## config.mk

```make
export PLATFORM = sky130hd
export DESIGN_NAME = pll_lock_supervisor
export DESIGN_NICKNAME = d
export VERILOG_FILES = /design/src/rtl/pll_lock_supervisor.sv
export SDC_FILE = /design/constraint.sdc
export NUM_CORES = 1
export LEC_CHECK = 0
export ABC_CLOCK_PERIOD_IN_PS = 5800
export CORE_MARGIN = 2
export CORE_UTILIZATION = 50
export CTS_CLUSTER_SIZE = 40
export DETAILED_ROUTE_END_ITERATION = 6
export PLACE_DENSITY_LB_ADDON = 0.15
export SLEW_MARGIN = 10
export SYNTH_ARGS = -nofsm -noshare
export SYNTH_HDL_FRONTEND = slang
export SYNTH_SLANG_ARGS = --single-unit
```

## constraint.sdc

```tcl
create_clock -name refclk -period 5.8 [get_ports refclk]
set_input_delay 1.16 -clock refclk [delete_from_list [all_inputs] [get_ports refclk]]
set_output_delay 1.16 -clock refclk [all_outputs]
set_load 0.05 [all_outputs]
```

## src/rtl/pll_lock_supervisor.sv

```systemverilog
// PLL lock supervisor on the reference clock: synchronises and qualifies `locked`,
// drives the core reset, retries the PLL on timeout. Optional loss filter: PLL_LOCK_SUPERVISOR_LOSS_FILTER_EN.
module pll_lock_supervisor #(
  parameter int STABLE_CYCLES  = 1024,
  parameter int LOCK_TIMEOUT   = 1048576,
  parameter int PLL_RST_CYCLES = 16,
  parameter int CNT_W          = 8,
  parameter int LOSS_FILTER    = 4
) (
  input  logic             refclk,
  input  logic             rst,
  input  logic             locked,
  output logic             pll_rst,
  output logic             core_reset,
  output logic             ready,
  output logic             lock_lost,
  output logic [CNT_W-1:0] loss_count,
  output logic [CNT_W-1:0] retry_count
);

  localparam int SW = $clog2(STABLE_CYCLES);
  localparam int TW = $clog2(LOCK_TIMEOUT);
  localparam int PW = 8;
  localparam int FW = $clog2(LOSS_FILTER + 1);
`ifdef PLL_LOCK_SUPERVISOR_LOSS_FILTER_EN
  localparam int FILT_N = LOSS_FILTER;
`else
  localparam int FILT_N = 1;
`endif

  localparam logic [SW-1:0] STABLE_LAST = SW'(STABLE_CYCLES - 1);
  localparam logic [TW-1:0] TIMER_LAST  = TW'(LOCK_TIMEOUT - 1);
  localparam logic [PW-1:0] PRST_LAST   = PW'(PLL_RST_CYCLES - 1);
  localparam logic [FW-1:0] FILT_LAST   = FW'(FILT_N - 1);

  typedef enum logic [1:0] {WAIT_LOCK, STABLE, RUN, PLL_RST} state_t;

  state_t        state, state_n;
  logic [TW-1:0] timer, timer_n;
  logic [SW-1:0] cnt, cnt_n;
  logic [PW-1:0] prst_cnt, prst_cnt_n;
  logic [FW-1:0] filt, filt_n;
  logic          sync_q1, locked_s;
  logic          loss, retry;

  // NOTE: reset clears the synchroniser too, so a stale `locked` cannot leak past rst.
  always_ff @(posedge refclk or posedge rst) begin
    if (rst) begin
      sync_q1  <= 1'b0;
      locked_s <= 1'b0;
    end else begin
      sync_q1  <= locked;
      locked_s <= sync_q1;
    end
  end

  // NOTE: every variable gets a default before the case so no path infers a latch.
  always_comb begin
    state_n    = state;
    timer_n    = timer;
    cnt_n      = cnt;
    prst_cnt_n = prst_cnt;
    filt_n     = filt;
    loss       = 1'b0;
    retry      = 1'b0;
    case (state)
      WAIT_LOCK: begin
        if (locked_s) begin
          state_n = STABLE;
          cnt_n   = '0;
        end else if (timer == TIMER_LAST) begin
          state_n    = PLL_RST;
          prst_cnt_n = '0;
          retry      = 1'b1;
        end else begin
          timer_n = timer + TW'(1);
        end
      end
      STABLE: begin
        if (!locked_s) begin
          state_n = WAIT_LOCK;
          timer_n = '0;
        end else if (cnt == STABLE_LAST) begin
          state_n = RUN;
        end else begin
          cnt_n = cnt + SW'(1);
        end
      end
      RUN: begin
        // Without the filter FILT_LAST is 0, so the first low cycle is a loss.
        if (locked_s) begin
          filt_n = '0;
        end else if (filt == FILT_LAST) begin
          loss    = 1'b1;
          state_n = WAIT_LOCK;
          timer_n = '0;
          filt_n  = '0;
        end else begin
          filt_n = filt + FW'(1);
        end
      end
      PLL_RST: begin
        if (prst_cnt == PRST_LAST) begin
          state_n = WAIT_LOCK;
          timer_n = '0;
        end else begin
          prst_cnt_n = prst_cnt + PW'(1);
        end
      end
      default: state_n = WAIT_LOCK;
    endcase
  end

  // NOTE: sequential state uses non-blocking assignments so all flops update together.
  always_ff @(posedge refclk or posedge rst) begin
    if (rst) begin
      state       <= WAIT_LOCK;
      timer       <= '0;
      cnt         <= '0;
      prst_cnt    <= '0;
      filt        <= '0;
      pll_rst     <= 1'b0;
      core_reset  <= 1'b1;
      ready       <= 1'b0;
      lock_lost   <= 1'b0;
      loss_count  <= '0;
      retry_count <= '0;
    end else begin
      state      <= state_n;
      timer      <= timer_n;
      cnt        <= cnt_n;
      prst_cnt   <= prst_cnt_n;
      filt       <= filt_n;
      // Outputs follow the next state so they change on the same edge as the state.
      pll_rst    <= (state_n == PLL_RST);
      core_reset <= (state_n != RUN);
      ready      <= (state_n == RUN);
      lock_lost  <= loss;
      if (loss && (loss_count != '1))
        loss_count <= loss_count + CNT_W'(1);
      if (retry && (retry_count != '1))
        retry_count <= retry_count + CNT_W'(1);
    end
  end

endmodule

```

# Word-level counts from Yosys, hierarchy flattened
# Index checks and enable logic that the tools add are counted.
dict set report word_totals {
  register_bits 65
  out_inout_bits 20
  word_cells 81
}
dict set report classes {
  n_addsub 6
  eq_ne 22
  n_mux 31
  n_reduce_logical 9
}
# operator n
set op_table {}
lappend op_table {{20-bit 2-to-1 mux} 6}
lappend op_table {{20-bit one-hot mux with 4 select lines} 1}
lappend op_table {{10-bit 2-to-1 mux} 3}
lappend op_table {{8-bit by 1-bit adder with 8-bit output (second input constant)} 3}
lappend op_table {{8-bit 2-to-1 mux} 3}
lappend op_table {{2-bit != test (second input constant)} 12}
lappend op_table {{20-bit by 1-bit adder with 20-bit output (second input constant)} 1}
lappend op_table {{20-bit equality test (second input constant)} 1}
lappend op_table {{10-bit one-hot mux with 2 select lines} 1}
lappend op_table {{8-bit != test (second input constant)} 2}
lappend op_table {{8-bit one-hot mux with 2 select lines} 1}
lappend op_table {{2-bit 2-to-1 mux} 7}
lappend op_table {{10-bit by 1-bit adder with 10-bit output (second input constant)} 1}
lappend op_table {{10-bit equality test (second input constant)} 1}
lappend op_table {{2-bit equality test (second input constant)} 4}
lappend op_table {{8-bit by 4-bit equality test with 1-bit output (second input constant)} 1}
lappend op_table {{2-bit one-hot mux with 4 select lines} 1}
lappend op_table {{4-bit AND reduction} 2}
lappend op_table {{1-bit 2-to-1 mux} 6}
lappend op_table {{3-bit 2-to-1 mux} 2}
lappend op_table {{6-bit AND reduction} 1}
lappend op_table {{2-bit nonzero test} 2}
lappend op_table {{3-bit by 1-bit adder with 3-bit output (second input constant)} 1}
lappend op_table {{3-bit zero test} 1}
lappend op_table {{3 further kinds} 4}

# Longest topological paths before layout
dict set report depth {
  ltp_word 5
  depth_mapped 8
  ltp_nobuf 7
}

# Worst setup path before layout
# No wires, ideal clock.
dict set report synth_path {
  path_kind {reg2reg}
  startpoint {reg timer[0]}
  endpoint {reg retry_count[1]}
  setup_ps 125
  t_arrival_ps 1926
  t_required_ps 5675
  slack_ps 3749
  path_stages_with_launch 6
  n_path_buf 0
  synth_period_minus_slack_ps 2051
  path_cell_list {dfrtp_1 ha_1 nand3_1 or4_4 nor4_4 mux2_2}
}
dict set report synth_via {
  elab_chain_cells 5
}
# element line
set synth_lines {}
lappend synth_lines {{from (decl)} 39} ;# logic [TW-1:0] timer, timer_n;
lappend synth_lines {{from (signal assigned)} 130} ;# timer <= timer_n;
lappend synth_lines {{20-bit equality test} 71} ;# end else if (timer == TIMER_LAST) begin
lappend synth_lines {{1-bit 2-to-1 mux} 71}
lappend synth_lines {{1-bit 2-to-1 mux} 68} ;# if (locked_s) begin
lappend synth_lines {{1-bit 2-to-1 mux} 66} ;# case (state)
lappend synth_lines {{1-bit logical AND} 141} ;# if (retry && (retry_count != '1))
lappend synth_lines {{to (signal assigned)} 142} ;# retry_count <= retry_count + CNT_W'(1);
lappend synth_lines {{to (decl)} 18} ;# output logic [CNT_W-1:0] retry_count
# Every way passes these cells.
# A chain may end at the register's enable or synchronous reset.

# Worst setup path after layout
dict set report layout_path {
  startpoint {reg core_reset}
  endpoint {out core_reset}
}
# element line
set layout_rtl {}
lappend layout_rtl {{from (decl)} 14} ;# output logic core_reset,
lappend layout_rtl {{from (signal assigned)} 136} ;# core_reset <= (state_n != RUN);
# No word-level cell between the ends.

==> metrics <==
status complete, no violations; Diodes inserted 0; Mapped Cells 337; crit share post-route 0.486; layout cell share with drive strength beyond 1 0.0842; Startpoint Class register; ys async rst share 1.00; Initial Utilization 0.519; GRT Overall Usage 0.192; Worst setup EP type primary output; First-pass DRT Iterations 4; yosys warns 0; Port Buf Inserts 22; cell row count 29; Synth Area in Compound Gates 0.139; worst-margin pin slew 0.795 ns; Initial DRC Count 139; Clock Sinks 65; crit path DAT 1.66 ns; Max Clock Freq 355 MHz; GR Util met3 0.0409; Final Max Slew Viols 0; setup clock skew after layout 0.0101 ns; Hold Fails Final Rpt 0; Slew Limit Headroom 0.470; vias in the first global route 2454; die extent in x 85.2 um; initial antenna violation count 0; global-route wire length before repair 11200 um; Crit path largest cell delay 0.79 ns; routed via count 2633; HPWL Detailed 4300 um; sequential-to-total area share from yosys stat 0.494; cells along the critical path clkdlybuf4s50_1; xor and xnor fraction of the mapped netlist area 0.0585; unrepaired setup endpoints after global routing false; Ports 23; synthesized flop and latch total 65; Syn-to-layout area delta 16.3%; core area 6350 sq um; R2R depth 5; critical path type reg -> out; count leader, synth dfrtp_1; CTS tree done; GRT met1 Usage 0.266; Final Wtd Congestion 0.815; Post-Synth Adder-Cell Area 0.0266; post-route DRC violation count 0; min Tclk post-route 2.82 ns; post_cts resized 0; top post-synthesis cells by area dfrtp_1, xor2_1, nand3_1; largest family of logic cells by synthesized area simple AND/OR/NAND/NOR gates; Post-CTS Repair Setup Buffers 0; Top Usage Layer GRT met2; top cells by count, synth dfrtp_1, nand2_1, nor2_1; Buf/Inv on CP 1; # Max-Cap Violations 0; Reg2Reg Setup Slack 3.09 ns; Most used DFF post-synth dfrtp_1; Mean Syn Cell Area 9.77 sq um; CP top delay family buffers and inverters; Post-Synth Simple-Gate Area 0.243; full die area 7250 sq um; DR WL/cell 14.5 um; largest net degree at the start of global routing 66; Hold Path Stages 0; Post-synth EDFFs 0; worst hold slack 0.358 ns; endpoints failing setup 0; fin util 0.603; Final ANT Viol Nets 0; H-tree Lvls 3; Routed Wire Length 6460 um; critical path depth 1; Yosys cell types 45; Max stage delay cell, worst path clkdlybuf4s50_1; critical-path maximum fanout 1; Post-Syn Area 3290 sq um; setup_tns 0 ns; clock latency on the worst-skew pair 0.35 ns; Num CTS Buffers 9; CTS Hold Buffers Added 0; met2 Use GR 0.282; grt total ovfl 0; clk slew on worst S/H paths 0.07 ns; Die Height 85.2 um; root buf cell clkbuf_8; post-layout net count 373; Leakage Power 1.72 nW; worst-case clock buffer depth 2; Yosys top cell area share 0.486; Synth area leader dfrtp_1; Req. time, crit path 4.64 ns; Synth Net Count 347; VDD IR max 0.190 mV; pwr dens 254 nW/um^2; Worst Hold Class reg -> reg; post-synthesis mux area share 0.0137; number of vias per cell 5.92
kinds of logic after synthesis:
group                    Yosys count
AND/OR/NAND/NOR                  147
flip-flops                        65
AO/OA/AOI/OAI                     71
XOR/XNOR                          22
buffers and inverters             21
multiplexers                       4
adder cells (fa/ha/maj)            7
routing by layer:
layer	vias up	routed length, um
met5	-	0
met4	0	184
met3	17	307
met2	71	2840
met1	1253	3130
li1	1292	-
registers in the layout (all words and copies together) (netlist names), 2 cells and up:
name and cells:
cnt 10, filt 3, loss_count 8, prst_cnt 8
retry_count 8, state 2, timer 20
cell usage in the layout, fill, tap and decap left out, types with 5 or more instances in the layout:
cell,instances
or3_1,6
a31oi_1,5
o21ai_0,24
nor4_1,5
o211ai_1,5
nor3_1,5
nand2_1,29
a21oi_1,13
o31ai_1,6
xor2_1,14
xnor2_1,8
ha_1,7
nand3_1,24
clkbuf_8,10
nand2b_1,5
and3_1,11
nor2_1,25
clkdlybuf4s50_1,22
dfrtp_1,64
inv_1,10
nand4_1,14
metrics by stage:
stage	setup WS, ns	std cells	area (sq um)	power, mW
2_1_floorplan	3.02	337	3290	0.504
6_report	2.98	445	3830	0.975
3_3_place_gp	3.16	429	3590	0.515
4_1_cts	2.96	445	3830	0.986
3_5_place_dp	3.18	429	3590	0.515
5_1_grt	2.91	445	3830	1.01
cell type report:
| class | count | area [sq um] |
|---|---|---|
| flip-flops and latches | 65 | 1630 |
| clock inverters | 5 | 103 |
| inverters | 12 | 45.0 |
| fillers | 554 | 2520 |
| multi-input cells | 251 | 1580 |
| clock buffers | 11 | 141 |
| well taps | 77 | 96.3 |
| repair buffers | 24 | 235 |
where the power goes:
group	leakage, nW	internal [mW]	switching (mW)
sequential	0.893	0.460	0.00998
clock	0.120	0.297	0.172
combinational	0.710	0.0120	0.0236
worst paths after layout:
path                            start        endpoint
min in group asynchronous         rst  retry_count[2]
min                           sync_q1        locked_s
min reg2reg                   sync_q1        locked_s
max in group asynchronous         rst       timer[19]
max reg2reg                  state[0]       timer[11]
max                        core_reset      core_reset
No activity file was read; power rests on OpenSTA's default activity.
